<file path="config.mk">
export PLATFORM = sky130hd
export DESIGN_NAME = mult_booth_seq_ctrl
export DESIGN_NICKNAME = d
export VERILOG_FILES = /design/src/rtl/mult_ctrl_pkg.sv /design/src/rtl/adder_32bit_cas.sv /design/src/rtl/mult_booth_seq_ctrl_booth_step.sv /design/src/rtl/mult_booth_seq_ctrl.sv
export SDC_FILE = /design/constraint.sdc
export NUM_CORES = 1
export LEC_CHECK = 0
export ABC_AREA = 1
export BUFFER_PORTS_ARGS = -buffer_cell sky130_fd_sc_hd__buf_2
export CORE_MARGIN = 10
export CORE_UTILIZATION = 50
export CTS_CLUSTER_SIZE = 16
export DETAILED_ROUTE_END_ITERATION = 7
export PLACE_DENSITY = 0.83
export SYNTH_ARGS = -nofsm -noshare
export SYNTH_HDL_FRONTEND = slang
export SYNTH_SLANG_ARGS = --single-unit
export TNS_END_PERCENT = 50
</file>
<file path="constraint.sdc">
create_clock -name clock -period 6.72 [get_ports clock]
set_input_delay 1.008 -clock clock [delete_from_list [all_inputs] [get_ports clock]]
set_output_delay 1.008 -clock clock [all_outputs]
set_load 0.03 [all_outputs]
</file>
<file path="src/rtl/mult_ctrl_pkg.sv">
// Shared types and constants for the sequential radix-2 Booth multiplier.
package mult_ctrl_pkg;

    localparam int MULT_WIDTH = 32;
    localparam int MULT_CNT_W = 6;

    typedef enum logic [1:0] {
        ST_IDLE = 2'd0,
        ST_RUN  = 2'd1,
        ST_DONE = 2'd2
    } state_t;

    typedef enum logic [1:0] {
        BOOTH_NOP = 2'd0,
        BOOTH_ADD = 2'd1,
        BOOTH_SUB = 2'd2
    } booth_t;

    function automatic booth_t booth_sel(input logic q0, input logic q_m1);
        case ({q0, q_m1})
            2'b01:   return BOOTH_ADD;
            2'b10:   return BOOTH_SUB;
            default: return BOOTH_NOP;
        endcase
    endfunction

endpackage

</file>
<file path="src/rtl/adder_32bit_cas.sv">
// 32-bit carry-select adder: four 8-bit blocks, each precomputing both carry-in cases.
module adder_32bit_cas (
    input  logic [31:0] in1,
    input  logic [31:0] in2,
    input  logic        cin,
    output logic [31:0] sum,
    output logic        ovf
);
    logic [4:0] c;

    assign c[0] = cin;

    for (genvar i = 0; i < 4; i++) begin : g_blk
        logic [8:0] s0;
        logic [8:0] s1;
        assign s0 = {1'b0, in1[8*i +: 8]} + {1'b0, in2[8*i +: 8]};
        assign s1 = s0 + 9'd1;
        assign sum[8*i +: 8] = c[i] ? s1[7:0] : s0[7:0];
        assign c[i+1]        = c[i] ? s1[8]   : s0[8];
    end

    // Signed overflow: operands agree in sign but the sum does not.
    assign ovf = (in1[31] == in2[31]) && (sum[31] != in1[31]);

endmodule

</file>
<file path="src/rtl/mult_booth_seq_ctrl_booth_step.sv">
// One radix-2 Booth iteration: conditional add/subtract of M into hi, then arithmetic shift right.
module booth_step
    import mult_ctrl_pkg::*;
(
    input  logic [31:0] hi,
    input  logic [31:0] lo,
    input  logic        q_m1,
    input  logic [31:0] m,
    output logic [31:0] next_hi,
    output logic [31:0] next_lo,
    output logic        next_q_m1
);
    booth_t      sel;
    logic [31:0] in2;
    logic        cin;
    logic [31:0] sum;
    logic        ovf;

    assign sel = booth_sel(lo[0], q_m1);

    always_comb begin
        in2 = '0;
        cin = 1'b0;
        case (sel)
            BOOTH_ADD: begin in2 = m;  cin = 1'b0; end
            BOOTH_SUB: begin in2 = ~m; cin = 1'b1; end
            default:   begin in2 = '0; cin = 1'b0; end
        endcase
    end

    adder_32bit_cas u_adder (
        .in1 (hi),
        .in2 (in2),
        .cin (cin),
        .sum (sum),
        .ovf (ovf)
    );

    // The shifted-in bit is the true 33-bit sign, so +-M never loses magnitude.
    assign next_hi   = {sum[31] ^ ovf, sum[31:1]};
    assign next_lo   = {sum[0], lo[31:1]};
    assign next_q_m1 = lo[0];

endmodule

</file>
<file path="src/rtl/mult_booth_seq_ctrl.sv">
// Multi-cycle signed 32x32 Booth multiplier controller with start/ready/valid handshake.
// Optional MULT_HI_OUT_EN exposes the upper product word as result_hi.
module mult_booth_seq_ctrl
    import mult_ctrl_pkg::*;
#(
    parameter int WIDTH = MULT_WIDTH,
    parameter int CNT_W = MULT_CNT_W
) (
    input  logic             clock,
    input  logic             reset_n,
    input  logic             start,
    input  logic [WIDTH-1:0] op_a,
    input  logic [WIDTH-1:0] op_b,
    output logic             in_ready,
    output logic             result_valid,
    output logic [WIDTH-1:0] result,
    output logic             data_exception,
    output logic [1:0]       dbg_state
`ifdef MULT_HI_OUT_EN
    ,
    output logic [WIDTH-1:0] result_hi
`endif
);
    // Handshake: a request is taken on a clock edge where start && in_ready;
    // result_valid/result/data_exception then hold until the next taken request or reset.

    state_t           state, next_state;
    logic [CNT_W-1:0] count;
    logic [WIDTH-1:0] m_reg;
    logic [WIDTH-1:0] hi, lo;
    logic             q_m1;
    logic [WIDTH-1:0] step_hi, step_lo;
    logic             step_q_m1;
    logic             accept;
    logic             step;

    always_ff @(posedge clock or negedge reset_n) begin
        if (!reset_n) state <= ST_IDLE;
        else          state <= next_state;
    end

    always_comb begin
        next_state   = state;
        accept       = 1'b0;
        step         = 1'b0;
        in_ready     = 1'b1;
        result_valid = 1'b0;
        case (state)
            ST_IDLE: begin
                accept = start;
                if (start) next_state = ST_RUN;
            end
            ST_RUN: begin
                in_ready = 1'b0;
                step     = 1'b1;
                if (count == CNT_W'(WIDTH - 1)) next_state = ST_DONE;
            end
            ST_DONE: begin
                result_valid = 1'b1;
                accept       = start;
                if (start) next_state = ST_RUN;
            end
            default: next_state = ST_IDLE;
        endcase
    end

    booth_step u_step (
        .hi        (hi),
        .lo        (lo),
        .q_m1      (q_m1),
        .m         (m_reg),
        .next_hi   (step_hi),
        .next_lo   (step_lo),
        .next_q_m1 (step_q_m1)
    );

    always_ff @(posedge clock or negedge reset_n) begin
        if (!reset_n) begin
            count <= '0;
            m_reg <= '0;
            hi    <= '0;
            lo    <= '0;
            q_m1  <= 1'b0;
        end else if (accept) begin
            count <= '0;
            m_reg <= op_a;
            hi    <= '0;
            lo    <= op_b;
            q_m1  <= 1'b0;
        end else if (step) begin
            count <= count + 1'b1;
            hi    <= step_hi;
            lo    <= step_lo;
            q_m1  <= step_q_m1;
        end
    end

    assign result         = lo;
    assign data_exception = (hi != {WIDTH{lo[WIDTH-1]}});
    assign dbg_state      = state;

`ifdef MULT_HI_OUT_EN
    assign result_hi = hi;
`endif

endmodule

</file>
==> run_results.csv, run 1 <==
group,metric,value,unit
layout,area_delta_synth_final,13.8,%
sta,max_freq,0.237,GHz
die,initial_utilization,50.7,%
grt,use_met3,6.44,%
worst_setup_path,critPathLaunchType,"register",
synth,ys_warn_count,0,
grt,antenna_found_initial,0,
synth,ys_seq_area_share,37.7,%
synth,synth_area_per_cell,7.25,um2
clock_network,cts_root_buf,"clkbuf_16",
layout,final_common_cell,"nand2_1",
placed_design,place_congestion,0.930,
sta,rsz0062_at_grt,"false",
worst_setup_path,critPathMaxFanout,18,
flow_run,max-cap-violations,0,
synth,synth_flop_cell,"dfrtp_1",
routing,avgRoutedWirePerCell,14.8,um
worst_setup_path,cp-end-kind,"register",
grt,grt_use_total,18.7,%
sta,tightest_slew,0.905,ns
synth,syn_nets,1070,
routing,wl,18300,um
die,dieWidth,138,um
clock_network,post_cts_buffers,0,
sta,hold_viol_final,0,
routing,postRouteAntennaNets,0,
sta,fin_tns_setup,0,ns
routing,drc,0,
sta,skew,0.0121,ns
worst_hold_path,worstHoldPathType,"register to register",
synth,synth-async-reset-ratio,100,%
clock_network,cts_tree,"yes",
worst_setup_path,reg2reg_from,"q_m1$_DFFE_PN0P_",
clock_network,clkSinkCount,105,
worst_setup_path,required,6.98,ns
clock_network,cts_hold_buf,0,
die,row_count,43,
layout,final_nets,1158,
grt,grt_use_met2,30.6,%
sta,min_period_over_period,62.8,%
layout,layout-drive-gt1-share,13.9,%
pwr,irDropWorstVdd,0.000401,V
worst_hold_path,hold_start,"m_reg[31]$_DFFE_PN0P_",
synth,synth_cell_type_count,41,
routing,vias,6560,
grt,grt_first_pass_wirelength,30400,um
sta,setup_viol,0,
placed_design,port_buffers,103,
die,core-area,13800,um2
worst_setup_path,path_class,"register to register",
clock_network,numCtsBuffers,9,
clock_network,cts_resized,0,
sta,slew_viol_final,0,
pwr,power_density,611,nW/um2
synth,ys_seq_elements,105,
worst_setup_path,cp.arrival,4.48,ns
clock_network,clk_pin_slew,0.08,ns
die,dieArea,19100,um2
synth,synth_edf_count,0,
grt,grt_pass1_vias,6412,
grt,grt.overflow.total,0,
placed_design,dp.final_hpwl,13500,um
placed_design,place_area,7650,um2
worst_setup_path,critical_path.startpoint,"q_m1$_DFFE_PN0P_",
pwr,p_leak,4.19,nW
sta,fin_crit,4.22,ns
synth,synthCells,963,
grt,grt_start_max_net_pins,68,
clock_network,clk_latency,0.37,ns
synth,syn-cell-area,6980,um2
status,outcome,"finished clean",
sta,max-slew-margin-rel,39.6,%
grt,grt.busiest_layer,"met2",
die,die_y,138,um
routing,drt_pass1_iterations,5,
routing,drtIter0Drc,536,
clock_network,clock_path_buffers,2,
die,ios,104,
clock_network,htreeDepth,3,
layout,final_cell_mix,"nand2_1 (340), inv_1 (129), dfrtp_1 (105)",
routing,viasPerCell,5.31,
layout,diodes,0,
grt,grtUsageMet1,23.2,%
layout,finalInstanceArea,7940,um2
-- kinds of logic after synthesis --
logic type | share of synthesized area [%]
buffers and inverters | 9.00
flip-flops | 37.7
AND/OR/NAND/NOR | 30.7
adder cells (fa/ha/maj) | 7.60
XOR/XNOR | 2.26
AO/OA/AOI/OAI | 12.8
-- Yosys cell counts (all sizes together) (2+ instances only) --
library cell  number  area [um2]
nand2            347        1350
inv              130         488
dfrtp            105        2630
o21ai             64         320
nand3             54         290
nor2              44         194
ha                36         450
o221ai            32         280
a21oi             23         115
clkbuf            23        86.3
nand4             21         131
nor3              11        55.1
buf               10        50.1
nand3b            10        75.1
xnor2              9        78.8
xor2               9        78.8
o22ai              5        31.3
a32o               4        40.0
fa                 4        80.1
nor4               4        25.0
a22o               3        26.3
o211ai             3        22.5
o41ai              3        26.3
or2                3        21.3
a31oi              2        12.5
-- report_power, final --
group          internal [W]  switching, W  leakage, nW  total, W
combinational       0.00113       0.00213         2.79   0.00326
sequential         0.000875      0.000182         1.25   0.00106
clock              0.000265      0.000273        0.145  0.000537
-- metrics by stage --
step	power, W	worst slack [ns]	hold slack, ns	util [%]	cells
after floorplan	0.00359	3.19	0.459	-	963
after global placement	0.00419	2.72	0.470	55.5	1220
after detailed placement	0.00428	2.55	0.477	55.5	1220
after CTS	0.00484	2.52	0.496	57.7	1236
after global routing	0.00535	2.11	0.523	57.7	1236
final	0.00486	2.50	0.492	57.7	1236
-- critical path: stages, from the launching register on --
cell,delay (ns)
dfrtp_1,0.45
inv_1,0.10
nor2_2,0.62
buf_4,0.34
nand2_1,0.06
o21ai_0,0.07
ha_1,0.20
inv_1,0.06
fa_1,0.46
inv_1,0.09
ha_1,0.14
nand2_1,0.08
nor2_2,0.18
nand3_2,0.12
nor2_4,0.16
nand2_2,0.08
nand2_4,0.08
nand3_2,0.16
nand2_4,0.21
nand2_4,0.09
nand2_2,0.14
nand2_1,0.07
nand3_1,0.09
nand2_1,0.06
-- worst paths after layout --
kind                       slack [ns]  cells after the start                    end
setup / recovery                 2.50                     23     hi[26]$_DFFE_PN0P_
hold / removal                   0.49                      2  m_reg[31]$_DFFE_PN0P_
setup reg to reg                 2.50                     23     hi[26]$_DFFE_PN0P_
hold reg to reg                  0.49                      2  m_reg[31]$_DFFE_PN0P_
max in group asynchronous        4.88                      2  m_reg[21]$_DFFE_PN0P_
min in group asynchronous        0.61                      1  result[6]$_DFFE_PN0P_
-- area by class of cell --
cell class              count  area [um2]
inverters                 131         492
fillers                  1294        5830
well taps                 180         225
repair buffers            110         571
clock buffers              10         229
flip-flops and latches    105        2630
multi-input cells         694        3730
clock inverters             6        65.1
-- layer usage --
| layer | part of all wire [%] | up-vias | wire (um) |
|---|---|---|---|
| li1 | - | 3334 | - |
| met1 | 46 | 3002 | 8370 |
| met2 | 46 | 203 | 8380 |
| met3 | 7.4 | 21 | 1360 |
| met4 | 1.2 | 0 | 217 |
| met5 | 0 | - | 0 |
Note: power is estimated with default switching activity, not from simulation.
==> inputs of run 2 (changes only) <==
==> constraint.sdc (replaced) <==
create_clock -name clock -period 4.4 [get_ports clock]
set_input_delay 0.66 -clock clock [delete_from_list [all_inputs] [get_ports clock]]
set_output_delay 0.66 -clock clock [all_outputs]
set_load 0.03 [all_outputs]
==> run_results.csv, run 2 (synthesis results as in run 1) <==
group,metric,value,unit
grt,grt_pass1_vias,6524,
die,dieWidth,138,um
grt,grt_use_total,19.2,%
die,ios,104,
routing,postRouteAntennaNets,0,
grt,grt_first_pass_wirelength,31300,um
worst_setup_path,critPathLaunchType,"register",
worst_setup_path,cp-end-kind,"register",
clock_network,cts_hold_buf,0,
grt,antenna_found_initial,0,
pwr,netSwitchingPower,0.00391,W
sta,slew_viol_final,0,
routing,vias,6580,
sta,max-slew-margin-rel,29.9,%
clock_network,cts_resized,0,
pwr,p_int,0.00352,W
clock_network,clock_path_buffers,2,
die,core-area,13800,um2
clock_network,clkSinkCount,105,
worst_setup_path,path_class,"register to register",
sta,hold_viol_final,0,
grt,grt.overflow.total,0,
clock_network,post_cts_buffers,0,
layout,diodes,0,
pwr,p_clk_share,11.1,%
clock_network,htreeDepth,3,
layout,area_delta_synth_final,14.0,%
routing,wl,18500,um
pwr,p_leak,4.19,nW
routing,drt_pass1_iterations,5,
sta,min_period_over_period,83.5,%
worst_setup_path,critPathMaxFanout,21,
placed_design,dp.final_hpwl,13700,um
routing,drc,0,
sta,setup_viol,0,
sta,fin_tns_setup,0,ns
sta,worst_slack,0.725,ns
routing,avgRoutedWirePerCell,15.0,um
pwr,switching_share,52.6,%
die,dieArea,19100,um2
die,die_y,138,um
placed_design,place_congestion,0.943,
worst_setup_path,reg2reg_from,"q_m1$_DFFE_PN0P_",
layout,final_common_cell,"nand2_1",
pwr,seqPwrFrac,21.8,%
placed_design,dp_slack,0.764,ns
layout,final_cell_mix,"nand2_1 (340), inv_1 (129), dfrtp_1 (105)",
clock_network,clk_pin_slew,0.07,ns
worst_setup_path,critical_path.startpoint,"q_m1$_DFFE_PN0P_",
layout,final_nets,1159,
worst_setup_path,cp.arrival,3.93,ns
layout,layout-drive-gt1-share,14.0,%
sta,max_freq,0.272,GHz
routing,drtIter0Drc,512,
pwr,power_density,935,nW/um2
die,row_count,43,
pwr,irDropWorstVdd,0.000444,V
clock_network,cts_root_buf,"clkbuf_16",
die,initial_utilization,50.7,%
worst_setup_path,required,4.65,ns
sta,holdWs,0.482,ns
grt,grt_start_max_net_pins,84,
clock_network,cts_tree,"yes",
flow_run,max-cap-violations,0,
status,outcome,"finished clean",
clock_network,clk_latency,0.36,ns
sta,rsz0062_at_grt,"false",
placed_design,port_buffers,103,
placed_design,place_area,7660,um2
worst_hold_path,worstHoldPathType,"primary input to async pin",
sta,tightest_slew,1.05,ns
pwr,pwr-share-comb,67.2,%
sta,fin_crit,3.68,ns
routing,viasPerCell,5.32,
clock_network,numCtsBuffers,9,
sta,skew,0.0117,ns
layout,finalInstanceArea,7950,um2
## run 2: critical path, stage by stage, from the launching register on
cell     delay, ns
dfrtp_1       0.45
inv_1         0.09
nor2_2        0.26
buf_4         0.35
nand2_1       0.08
o21ai_0       0.09
ha_1          0.22
inv_1         0.06
fa_1          0.47
inv_1         0.09
ha_1          0.15
inv_1         0.06
nor2_1        0.12
nand3_1       0.15
nor2_1        0.18
nand4_1       0.11
nand2_1       0.12
nand3_2       0.14
nand2_2       0.17
nand2_1       0.07
nand3_1       0.08
nand2_1       0.05
## run 2: stage by stage
stage | total power [W] | std cells | utilization [%]
2_1_floorplan | 0.00548 | 963 | -
3_3_place_gp | 0.00638 | 1221 | 55.6
3_5_place_dp | 0.00656 | 1221 | 55.6
4_1_cts | 0.00741 | 1237 | 57.7
5_1_grt | 0.00821 | 1237 | 57.7
6_report | 0.00743 | 1237 | 57.7
## run 2: area by class of cell
type,count,area [um2]
inverters,131,492
multi-input cells,694,3730
well taps,180,225
flip-flops and latches,105,2630
repair buffers,111,578
clock buffers,10,229
clock inverters,6,67.6
fillers,1328,5820
## run 2: worst paths after layout
kind / slack, ns / cells after the start / endpoint
worst max-delay path: 0.72 / 21 / hi[26]$_DFFE_PN0P_
worst min-delay path: 0.48 / 1 / result[5]$_DFFE_PN0P_
worst max register to register: 0.72 / 21 / hi[26]$_DFFE_PN0P_
worst min register to register: 0.50 / 2 / m_reg[5]$_DFFE_PN0P_
max in group asynchronous: 2.96 / 2 / m_reg[10]$_DFFE_PN0P_
min in group clock: 0.50 / 3 / m_reg[22]$_DFFE_PN0P_
## run 2: power by group through the flow
stage	sequential (W)	combinational [W]	clock [W]
6_report	0.00162	0.00499	0.000824
3_3_place_gp	0.00161	0.00476	0
4_1_cts	0.00161	0.00496	0.000840
5_1_grt	0.00167	0.00567	0.000875
2_1_floorplan	0.00185	0.00362	0
3_5_place_dp	0.00162	0.00494	0
## run 2: per-layer routing
layer / up-vias / wire [um] / global-route usage [%]
met5: - / 0 / 0
met4: 0 / 286 / 4.99
met3: 22 / 1590 / 6.95
met2: 190 / 8470 / 31.3
met1: 3037 / 8160 / 23.4
li1: 3331 / - / -
